$ cat src/rtl/fifo_reader_if.sv
// Byte stream carried from the FIFO read controller to its consumer.
// The master drives data/valid; the slave answers with ready.
interface fifo_reader_if;
  logic [7:0] m_data;
  logic       m_valid;
  logic       m_ready;

  modport master (output m_data, output m_valid, input m_ready);
  modport slave  (input m_data, input m_valid, output m_ready);
endinterface

$ cat src/rtl/fifo_reader.sv
// Read-side controller for the 16x8 synchronous FIFO: issues read strobes,
// captures the registered read data and streams it through a 4-entry buffer.
module fifo_reader #(
  parameter int BUF_DEPTH = 4,
  parameter int CNT_W     = 16
) (
  input  logic             clk,
  input  logic             rst_n,
  input  logic             enable,
  input  logic             fifo_empty,
  input  logic             fifo_full,
  input  logic             fifo_wr,
  input  logic [7:0]       fifo_dout,
  output logic             fifo_rd,
  fifo_reader_if.master    m,
  output logic [CNT_W-1:0] rd_count
);
  localparam int DATA_W = 8;

  logic [DATA_W-1:0] buf_mem [BUF_DEPTH];
  logic [1:0]        head;
  logic [1:0]        tail;
  logic [2:0]        occ;
  logic              inflight;
  logic [2:0]        pending;
  logic              can_issue;
  logic              accepted;
  logic              pop;

  // Bytes already owned: buffered plus the one arriving on fifo_dout next cycle.
  assign pending   = occ + {2'b00, inflight};
  assign can_issue = enable && (pending <= 3'(BUF_DEPTH - 1));
  assign fifo_rd   = rst_n && can_issue && !fifo_empty;
  // The FIFO lets a successful write win over a read in the same cycle.
  assign accepted  = fifo_rd && !(fifo_wr && !fifo_full);

  assign m.m_valid = (occ != 3'd0);
  assign m.m_data  = buf_mem[head];
  assign pop       = m.m_valid && m.m_ready;

  // Capture stage: fifo_dout is valid exactly one cycle after an accepted read.
  always_ff @(posedge clk or negedge rst_n) begin
    if (!rst_n) begin
      for (int i = 0; i < BUF_DEPTH; i++) buf_mem[i] <= '0;
      head     <= 2'd0;
      tail     <= 2'd0;
      occ      <= 3'd0;
      inflight <= 1'b0;
      rd_count <= '0;
    end else begin
      inflight <= accepted;
      if (inflight) begin
        buf_mem[tail] <= fifo_dout;
        tail          <= tail + 2'd1;
      end
      if (pop) begin
        head     <= head + 2'd1;
        rd_count <= rd_count + CNT_W'(1);
      end
      case ({inflight, pop})
        2'b10:   occ <= occ + 3'd1;
        2'b01:   occ <= occ - 3'd1;
        default: occ <= occ;
      endcase
      assert (!(inflight && occ == 3'(BUF_DEPTH)));
    end
  end
endmodule

$ cat src/flat_wrapper.sv
// flat-port wrapper written by rule: the top's interface ports become plain ports
module fifo_reader_flat 
#(
  parameter int BUF_DEPTH = 4,
  parameter int CNT_W     = 16
)
  (clk, rst_n, enable, fifo_empty, fifo_full, fifo_wr, fifo_dout, fifo_rd, rd_count, m_m_data, m_m_valid, m_m_ready);
  fifo_reader_if m_i ();
  input  logic clk;
  input  logic rst_n;
  input  logic enable;
  input  logic fifo_empty;
  input  logic fifo_full;
  input  logic fifo_wr;
  input  logic [7:0] fifo_dout;
  output logic fifo_rd;
  output logic [CNT_W-1:0] rd_count;
  output wire logic [$bits(m_i.m_data)-1:0] m_m_data;
  output wire logic [$bits(m_i.m_valid)-1:0] m_m_valid;
  input wire logic [$bits(m_i.m_ready)-1:0] m_m_ready;
  assign m_m_data = m_i.m_data;
  assign m_m_valid = m_i.m_valid;
  assign m_i.m_ready = m_m_ready;
  fifo_reader #(.BUF_DEPTH(BUF_DEPTH), .CNT_W(CNT_W)) u_core (.clk(clk), .rst_n(rst_n), .enable(enable), .fifo_empty(fifo_empty), .fifo_full(fifo_full), .fifo_wr(fifo_wr), .fifo_dout(fifo_dout), .fifo_rd(fifo_rd), .m(m_i), .rd_count(rd_count));
endmodule
$ cat config.mk
export PLATFORM = sky130hd
export DESIGN_NAME = fifo_reader_flat
export DESIGN_NICKNAME = d
export VERILOG_FILES = /design/src/rtl/fifo_reader_if.sv /design/src/rtl/fifo_reader.sv /design/src/flat_wrapper.sv
export SDC_FILE = /design/constraint.sdc
export NUM_CORES = 1
export LEC_CHECK = 0
export ABC_AREA = 1
export CAP_MARGIN = 20
export CORE_AREA = 2 2 108 110
export DETAILED_ROUTE_END_ITERATION = 16
export DIE_AREA = 0 0 110 112
export MAX_ROUTING_LAYER = met4
export PLACE_DENSITY = 0.46
export RECOVER_POWER = 50
export SLEW_MARGIN = 15
export SYNTH_ARGS = -nofsm -noshare
export SYNTH_HDL_FRONTEND = slang
export SYNTH_SLANG_ARGS = --single-unit
$ cat constraint.sdc
create_clock -name clk -period 2.2 [get_ports clk]
set_input_delay 0.44 -clock clk [delete_from_list [all_inputs] [get_ports clk]]
set_output_delay 0.44 -clock clk [all_outputs]
set_load 0.005 [all_outputs]
==> qor.yml, run 1 <==
cts_buffers: 5
slew_headroom_pct: 4.786
cp.arrival_ps: 1660
r2r-start: "u_core.occ[0]"
vias: 2174
cap_violations: 0
drv_slew: 0
yosysUniqueCellTypes: 27
n_antenna_cell: 0
io_buffers: 40
whs_ps: 465.2
max_freq_mhz: 476.3
critPathTopFamily: "buffers and inverters"
ctsHoldBuffers: 0
pin_count: 41
final.min_clock_period_ps: 2100
cp-start-kind: "flop"
p_leak_nw: 1.670
p_sw_share_pct: 35.03
nFillCells: 1173
rows: 39
clock_path_buffers: 2
antenna_found_initial: 0
grt_overflow: 0
clockRootBuffer: "clkbuf_16"
min_from: "rst_n"
firstDrtPassIters: 4
power_mw: 4.048
wl_mm: 6.445
clock_skew_ps: 7.963
ys_async_sr_fraction_pct: 100.0
p_comb_share_pct: 38.0
ys_seq_elements: 56
synth-edff-count: 0
synth_area_um2: 2740
setup_ws_ps: 100.4
yosysWarningCount: 0
antenna_left: 0
fin_tns_setup_ps: 0
worstSkewPairLatency_ps: 290
rsz0062_at_grt: "no"
pwr-share-clk_pct: 20.7
cts_tree: "done"
syn_to_final_growth_pct: 26.71
worstMarginPinSlew_ps: 1428
wire_per_inst_um: 12.66
htree_levels: 2
end_kind: "output pin"
via_per_inst: 4.271
crit_type: "reg -> out"
startpoint: "u_core.head[0]"
layout_commonest_cell: "nand2_1"
nets: 389
grt_max_degree: 57
worstPathCellList: "inv_1 -> buf_4 -> o21ai_0 -> o22ai_1 -> clkdlybuf4s50_1"
p_int_mw: 2.630
status: "finished, final reports clean"
hold_class: "in -> reg"
mostFrequentLayoutCells: "nand2_1, dfrtp_1, o21ai_0, nor2_1, clkdlybuf4s50_1"
grt_pass1_vias: 2139
syn_nets: 340
hpwl_mm: 4.398
dieArea_um2: 12320
syn_avg_cell_area_um2: 8.671
seqPwrFrac_pct: 41.3
p_switching_mw: 1.418
core-area_um2: 11170
syn_inst: 316
start_util_pct: 24.52
die_h_um: 112
peakVddDrop_mv: 0.5760
setup_viol: 0
pre_cts_slack_ps: -51.88
required_ps: 1760
seq_area_frac_synth_pct: 51.14
crit_slowest_cell: "clkdlybuf4s50_1"
cp_num_buf_inv: 3
hold_violations: 0
final_core_util_pct: 31.07
fin_crit_sh_pct: 95.44
ys.flop_type: "dfrtp_1"
gp_congestion: 0.7836
cp_max_fo: 7
clk_pin_slew_ps: 70
cts.sinks: 56
slowest_delay_ps: 520
drtIter0Drc: 78
drive_gt1_share_pct: 7.650
track_usage_pct: 11.41
p_per_area_nw_per_um2: 1166
grt_pass1_wl_mm: 10.78
drc: 0
die_w_um: 110
power by group through the flow:
stage | clock network [mW] | logic [mW] | registers (mW)
after floorplan | 0 | 0.919 | 1.63
after global placement | 0 | 1.61 | 1.69
after detailed placement | 0 | 1.64 | 1.69
after CTS | 0.865 | 1.64 | 1.68
after global routing | 0.894 | 1.80 | 1.73
final | 0.836 | 1.54 | 1.67
layer usage:
layer	part of all wire, %	vias to the layer above	track usage, %	routed length, µm
met4	0.70	0	2.278	45
met1	50	1014	15.81	3239
li1	-	1114	-	-
met5	0	-	-	0
met3	4.0	5	2.225	259
met2	45	41	17.34	2900
layout make-up:
type,instances,area (µm²),area share [%]
Clock buffer,6,138.9,4.000
Clock inverter,2,13.76,0.3964
Inverter,34,128.9,3.712
Multi-Input combinational cell,217,1131,32.58
Sequential cell,56,1401,40.36
Tap cell,143,178.9,5.153
Timing Repair Buffer,51,479.2,13.80
flip-flops by register name (all words and copies together), names as in the netlist:
register	cells
u_core.inflight	1
u_core.head	2
u_core.tail	2
u_core.occ	3
u_core.rd_count	16
u_core.buf_mem	32
cell usage after synthesis, types with 2 or more instances:
master    instances  area share, %
a21oi_1           2           0.37
buf_2             7            1.3
dfrtp_1          56             51
ha_1              8            3.7
inv_1            30            4.1
inv_2             3           0.41
nand2_1          77             11
nand2_2           3           0.69
nand2_4           2           0.82
nand3_1           7            1.3
nand3b_1          3           0.82
nand4_1           5            1.1
nor2_1           28            3.8
nor2_2            4           0.91
o21ai_0          51            9.3
o22ai_1           8            1.8
xnor2_1           3           0.96
xor2_1           10            3.2
metrics by stage:
stage,instances,cell area [µm²]
floorplan,316,2740
global placement,501,3351
detailed placement,501,3351
CTS,509,3502
global route,509,3472
finish,509,3472
worst register-to-register path, stage by stage (launching register included):
cell and delay, ps:
dfrtp_1 340, clkbuf_1 150, nor2_1 70, nand2_1 210
nand2_8 60, clkinvlp_2 90, ha_1 140, inv_1 60
fa_1 370, a21oi_1 140, o21ai_0 110, xor2_1 150
what timing repair did:
action / in CTS / in global routing
gates resized for setup: 2 / 8
buffers inserted: 0 / 0
pin swaps: 0 / 4
endpoints found under the setup margin: 3 / 6
cell families (layout without fill, tap and decap cells):
| logic type | after synthesis | count (layout) | share of synthesized area [%] |
|---|---|---|---|
| XOR/XNOR | 13 | 13 | 4.155 |
| adder cells (fa/ha/maj) | 9 | 9 | 4.384 |
| flip-flops | 56 | 56 | 51.14 |
| AND/OR/NAND/NOR | 133 | 133 | 22.10 |
| buffers and inverters | 43 | 93 | 6.530 |
| AO/OA/AOI/OAI | 62 | 62 | 11.69 |
worst paths after layout:
kind | slack (ps) | depth (start not counted) | end
worst min-delay path | 470 | 3 | u_core.inflight
worst max register to register | 190 | 11 | u_core.occ[2]
worst min register to register | 480 | 2 | u_core.buf_mem[17]
max in group asynchronous | 650 | 2 | u_core.buf_mem[9]
worst max-delay path | 100 | 5 | m_m_data[6]
min in group asynchronous | 700 | 2 | u_core.buf_mem[24]
Note: power is estimated with default switching activity, not from simulation.
==> run 2: changes to the inputs <==
- CTS_CLUSTER_DIAMETER: unset -> 40
==> results of run 2 <==
No change in the layout: final DEF, timing and power equal those of run 1.
